--- src/rtl/alu_seq.sv ---
// Registered ALU with a single-cycle logic/arithmetic path and an iterative shift-add
// unsigned multiplier, behind a start/busy/done handshake. One operation in flight.
module alu_seq #(
  parameter int WIDTH = 8,
  parameter int CNT_W = $clog2(WIDTH + 1)
) (
  input  logic             clk,
  input  logic             rst_n,
  input  logic             start,
  input  logic [WIDTH-1:0] a,
  input  logic [WIDTH-1:0] b,
  input  logic [2:0]       signal,
  output logic [WIDTH-1:0] out,
  output logic [WIDTH-1:0] hi,
  output logic             zero,
  output logic             carry,
  output logic             ovf,
  output logic             busy,
  output logic             done
);

  localparam logic [2:0] OP_AND = 3'b000;
  localparam logic [2:0] OP_OR  = 3'b001;
  localparam logic [2:0] OP_ADD = 3'b010;
  localparam logic [2:0] OP_MUL = 3'b011;
  localparam logic [2:0] OP_XOR = 3'b100;
  localparam logic [2:0] OP_NOR = 3'b101;
  localparam logic [2:0] OP_SUB = 3'b110;
  localparam logic [2:0] OP_SLT = 3'b111;

  typedef enum logic [1:0] {IDLE, MUL, FIN} state_t;

  state_t             state, state_nxt;
  logic [2*WIDTH-1:0] mcand, acc, acc_step;
  logic [WIDTH-1:0]   mplier;
  logic [CNT_W-1:0]   cnt;

  logic               sub_op;
  logic [WIDTH-1:0]   b_eff;
  logic [WIDTH:0]     sum;
  logic               add_ovf;
  logic [WIDTH-1:0]   alu_res;
  logic               alu_c, alu_v;
  logic               last_step;

  // Shared adder: SUB and SLT use a + ~b + 1, so carry-out is the no-borrow flag.
  always_comb begin
    sub_op  = signal[2] & signal[1];
    b_eff   = sub_op ? ~b : b;
    sum     = {1'b0, a} + {1'b0, b_eff} + {{WIDTH{1'b0}}, sub_op};
    add_ovf = (a[WIDTH-1] == b_eff[WIDTH-1]) && (sum[WIDTH-1] != a[WIDTH-1]);
    alu_res = '0;
    alu_c   = 1'b0;
    alu_v   = 1'b0;
    case (signal)
      OP_AND: alu_res = a & b;
      OP_OR:  alu_res = a | b;
      OP_XOR: alu_res = a ^ b;
      OP_NOR: alu_res = ~(a | b);
      OP_ADD, OP_SUB: begin
        alu_res = sum[WIDTH-1:0];
        alu_c   = sum[WIDTH];
        alu_v   = add_ovf;
      end
      OP_SLT: begin
        alu_res = {{(WIDTH-1){1'b0}}, sum[WIDTH-1] ^ add_ovf};
        alu_c   = sum[WIDTH];
      end
      default: ;
    endcase
  end

  assign acc_step  = mplier[0] ? acc + mcand : acc;
  assign last_step = (state == MUL) && (cnt == CNT_W'(1));

  // FIN is the done cycle of a multiply; it accepts a new request just like IDLE.
  always_comb begin
    state_nxt = state;
    case (state)
      IDLE, FIN: state_nxt = (start && signal == OP_MUL) ? MUL : IDLE;
      MUL:       if (last_step) state_nxt = FIN;
      default:   state_nxt = IDLE;
    endcase
  end

  always_ff @(posedge clk or negedge rst_n) begin
    if (!rst_n) begin
      state  <= IDLE;
      mcand  <= '0;
      mplier <= '0;
      acc    <= '0;
      cnt    <= '0;
      out    <= '0;
      hi     <= '0;
      zero   <= 1'b0;
      carry  <= 1'b0;
      ovf    <= 1'b0;
      busy   <= 1'b0;
      done   <= 1'b0;
    end else begin
      state <= state_nxt;
      done  <= 1'b0;
      case (state)
        IDLE, FIN: begin
          if (start && signal == OP_MUL) begin
            mcand  <= {{WIDTH{1'b0}}, a};
            mplier <= b;
            acc    <= '0;
            cnt    <= CNT_W'(WIDTH);
            busy   <= 1'b1;
          end else if (start) begin
            out   <= alu_res;
            hi    <= '0;
            zero  <= (alu_res == '0);
            carry <= alu_c;
            ovf   <= alu_v;
            done  <= 1'b1;
          end
        end
        MUL: begin
          acc    <= acc_step;
          mcand  <= mcand << 1;
          mplier <= mplier >> 1;
          cnt    <= cnt - CNT_W'(1);
          // Results are registered from the final step so done lands in the FIN cycle.
          if (last_step) begin
            out   <= acc_step[WIDTH-1:0];
            hi    <= acc_step[2*WIDTH-1:WIDTH];
            zero  <= (acc_step == '0);
            carry <= 1'b0;
            ovf   <= (acc_step[2*WIDTH-1:WIDTH] != '0);
            busy  <= 1'b0;
            done  <= 1'b1;
          end
        end
        default: ;
      endcase
    end
  end

endmodule

--- config.mk ---
export PLATFORM = sky130hd
export DESIGN_NAME = alu_seq
export DESIGN_NICKNAME = d
export VERILOG_FILES = /design/src/rtl/alu_seq.sv
export SDC_FILE = /design/constraint.sdc
export NUM_CORES = 1
export LEC_CHECK = 0
export ABC_AREA = 1
export ABC_CLOCK_PERIOD_IN_PS = 4300
export BUFFER_PORTS_ARGS = -buffer_cell sky130_fd_sc_hd__buf_4
export CORE_UTILIZATION = 65
export CTS_CLUSTER_DIAMETER = 120
export DETAILED_ROUTE_END_ITERATION = 7
export GPL_TIMING_DRIVEN = 1
export PLACE_DENSITY = 0.89
export SYNTH_ARGS = -nofsm -noshare
export SYNTH_HDL_FRONTEND = slang
export SYNTH_SLANG_ARGS = --single-unit
--- constraint.sdc ---
create_clock -name clk -period 4.3 [get_ports clk]
set_input_delay 1.075 -clock clk [delete_from_list [all_inputs] [get_ports clk]]
set_output_delay 1.075 -clock clk [all_outputs]
set_load 0.02 [all_outputs]
==> impl_metrics.env <==
export IMPL_avgViaCountPerCell=5.72
export IMPL_cp_arrival_ns=3.19
export IMPL_die_w_um=89.6
export IMPL_cts_htree_levels=3
export IMPL_critPathRequiredTime_ns=4.58
export IMPL_fin_util=0.765
export IMPL_drive_above_1_share=0.107
export IMPL_drt_initial_drc_count=326
export IMPL_area_growth_syn_to_layout_pct=12.4
export IMPL_tightest_slew_ns=0.833
export IMPL_overflow=0
export IMPL_grt_first_pass_wirelength_um=21000
export IMPL_setup_viol=0
export IMPL_fin_tns_setup_ns=0
export IMPL_design_area_um2=5610
export IMPL_p_leak_nw=3.09
export IMPL_rsz0062_at_grt="no"
export IMPL_port_buffers=42
export IMPL_grt_pass1_vias=4598
export IMPL_cts_tree="done"
export IMPL_io_pins=43
export IMPL_core_um2=7330
export IMPL_nNetsFinal=816
export IMPL_drtPass1Iterations=7
export IMPL_synthDistinctLibCells=39
export IMPL_rows=31
export IMPL_cpMostUsedCell="nand2_1"
export IMPL_die_h_um=89.6
export IMPL_cts_hold_buf=0
export IMPL_powerDensity_nw_per_um2=655
export IMPL_holdCritPathClass="reg -> reg"
export IMPL_drv_slew=0
export IMPL_fp_dieArea_um2=8030
export IMPL_max_slew_margin=0.445
export IMPL_worstSetupStartpointType="input pin"
export IMPL_vias=4895
export IMPL_path_max_fanout=17
export IMPL_clk_latency_ns=0.36
export IMPL_ctsResizeCount=0
export IMPL_grt_total_usage=0.351
export IMPL_power_mw=3.67
export IMPL_status="finished clean"
export IMPL_place_gp_congestion=0.908
export IMPL_synth_yosys_seq_area_share=0.336
export IMPL_path_cells="buf_4 -> nand2_8 -> xor2_1 -> fa_1 -> inv_1 -> nand3_1 -> nand2_1 -> nand2_1 -> nand2_1 -> o21ai_0 -> nor2_1 -> nand2_1 -> nor2_1 -> nand3_1 -> nand2_1 -> inv_2 -> a21oi_1"
export IMPL_cap_viol_max_count=0
export IMPL_cts_buffers=9
export IMPL_hold_viol=0
export IMPL_dp_cells=840
export IMPL_synth_area_um2=4990
export IMPL_numClockSinks=67
export IMPL_finalCritPeriodShare=0.677
export IMPL_wirelength_um=13400
export IMPL_detail_route_antenna_nets=0
export IMPL_synth_warning_count=0
export IMPL_start_util=0.681
export IMPL_syn_nets=780
export IMPL_worst_setup_path_end_kind="flip-flop"
export IMPL_critPathMaxStageDelay_ns=0.43
export IMPL_root_buffer="clkbuf_8"
export IMPL_finalNonFillerCells=856
export IMPL_clock_fmax_mhz=343
export IMPL_worstSetupPathType="in -> reg"
export IMPL_fin_crit_ns=2.91
export IMPL_syn_inst=716
export IMPL_clk_pin_slew_ns=0.08
export IMPL_cts_setup_buffers=0
export IMPL_syn_area_per_cell_um2=6.97
export IMPL_place_hpwl_um=9940
export IMPL_wl_per_cell_um=15.7
export IMPL_grt_max_degree=68
export IMPL_cp_slowest_cell="fa_1"
export IMPL_grt_antenna_before_repair=0
export IMPL_drc=0
export IMPL_clk_path_buf_depth=2
export IMPL_irDropWorstVdd_mv=0.519
export IMPL_synth_seq_cells=67
export IMPL_num_antenna_cells=0
export IMPL_final_setup_skew_ns=0.00910
export IMPL_placed_cell_area_um2=5350
[cells in the mapped netlist (all sizes together)]
master | instances | area (um^2)
a21o | 1 | 7.51
a21oi | 18 | 90.1
a22oi | 6 | 45.0
a31oi | 9 | 56.3
a41oi | 1 | 8.76
and2 | 2 | 12.5
buf | 11 | 72.6
clkbuf | 10 | 37.5
dfrtp | 67 | 1680
fa | 2 | 40.0
ha | 40 | 500
inv | 102 | 383
nand2 | 242 | 942
nand3 | 63 | 325
nand3b | 3 | 22.5
nand4 | 4 | 25.0
nor2 | 51 | 204
nor3 | 5 | 30.0
o211ai | 8 | 60.1
o21ai | 34 | 170
o21bai | 1 | 7.51
o221ai | 2 | 17.5
o22ai | 12 | 75.1
o31ai | 4 | 30.0
or2 | 3 | 18.8
xnor2 | 4 | 35.0
xor2 | 11 | 96.3
[critical path: cells and delay by family]
| family | cells | cell delay, ns |
|---|---|---|
| simple gates | 10 | 0.92 |
| buf+inv | 3 | 0.35 |
| fa+ha+maj | 1 | 0.43 |
| xor+xnor | 1 | 0.19 |
| compound gates | 2 | 0.22 |
[final cells by class]
cell class,instances,area [um^2]
repair buffers,46,345
well taps,99,124
clock buffers,11,151
inverters,102,383
clock inverters,5,108
fillers,573,1720
multi-input cells,526,2820
flip-flops and latches,67,1680
[registers in the layout (all words and copies together) (netlist names)]
name	cells
acc	16
mcand	16
hi	8
mplier	8
out	8
cnt	4
state	2
busy	1
carry	1
done	1
ovf	1
zero	1
[logic make-up after synthesis]
| kind of cell | Yosys count | share of synthesized area |
|---|---|---|
| adder cells (fa/ha/maj) | 42 | 0.108 |
| XOR/XNOR | 15 | 0.0263 |
| buffers and inverters | 123 | 0.0988 |
| AND/OR/NAND/NOR | 373 | 0.317 |
| AO/OA/AOI/OAI | 96 | 0.114 |
| flip-flops | 67 | 0.336 |
[metrics by stage]
stage          setup slack, ns  hold slack (ns)
2_1_floorplan             1.42            0.453
3_3_place_gp              1.17            0.467
3_5_place_dp              1.10            0.470
4_1_cts                   1.46            0.489
5_1_grt                   1.18            0.520
6_report                  1.39            0.488
[layout by cell type (no fill, tap or decap), types with 2 or more instances in the layout]
| master | count |
|---|---|
| nand2_1 | 236 |
| inv_1 | 98 |
| dfrtp_1 | 67 |
| nand3_1 | 61 |
| nor2_1 | 47 |
| buf_4 | 46 |
| ha_1 | 40 |
| o21ai_0 | 33 |
| a21oi_1 | 18 |
| o22ai_1 | 12 |
| xor2_1 | 11 |
| clkbuf_8 | 11 |
| a31oi_1 | 9 |
| o211ai_1 | 8 |
| a22oi_1 | 6 |
| inv_2 | 4 |
| nand2_2 | 4 |
| nor3_1 | 4 |
| nand4_1 | 4 |
| xnor2_1 | 4 |
| o31ai_1 | 4 |
| nor2_2 | 3 |
| nand3b_1 | 3 |
| bufinv_16 | 3 |
| o221ai_1 | 2 |
| and2_1 | 2 |
| or2_2 | 2 |
| nand3_2 | 2 |
| fa_1 | 2 |
[report_power, final]
| group | total (mW) | leakage (nW) | switching (mW) | internal (mW) |
|---|---|---|---|---|
| sequential | 1.07 | 0.866 | 0.190 | 0.884 |
| combinational | 1.91 | 2.10 | 1.24 | 0.670 |
| clock | 0.687 | 0.130 | 0.267 | 0.420 |
| total | 3.67 | 3.09 | 1.70 | 1.97 |
[worst paths after layout]
kind	from	end	slack, ns	cells past startpoint
setup reg to reg	mplier[0]$_DFFE_PN0P_	zero$_DFFE_PN0P_	1.39	10
hold / removal	hi[5]$_DFFE_PN0P_	hi[5]$_DFFE_PN0P_	0.49	2
hold reg to reg	hi[5]$_DFFE_PN0P_	hi[5]$_DFFE_PN0P_	0.49	2
max in group asynchronous	rst_n	state[1]$_DFFE_PN0P_	2.94	1
setup / recovery	signal[2]	zero$_DFFE_PN0P_	1.39	17
min in group asynchronous	rst_n	acc[10]$_DFFE_PN0P_	0.80	1
[routing by layer]
metal,vias to the layer above,GRT usage,wire (um)
met5,-,0,0
li1,2372,-,-
met4,0,0.162,475
met1,2305,0.429,5560
met2,181,0.605,6590
met3,37,0.0622,805
Power figures use the tool's default switching activity.
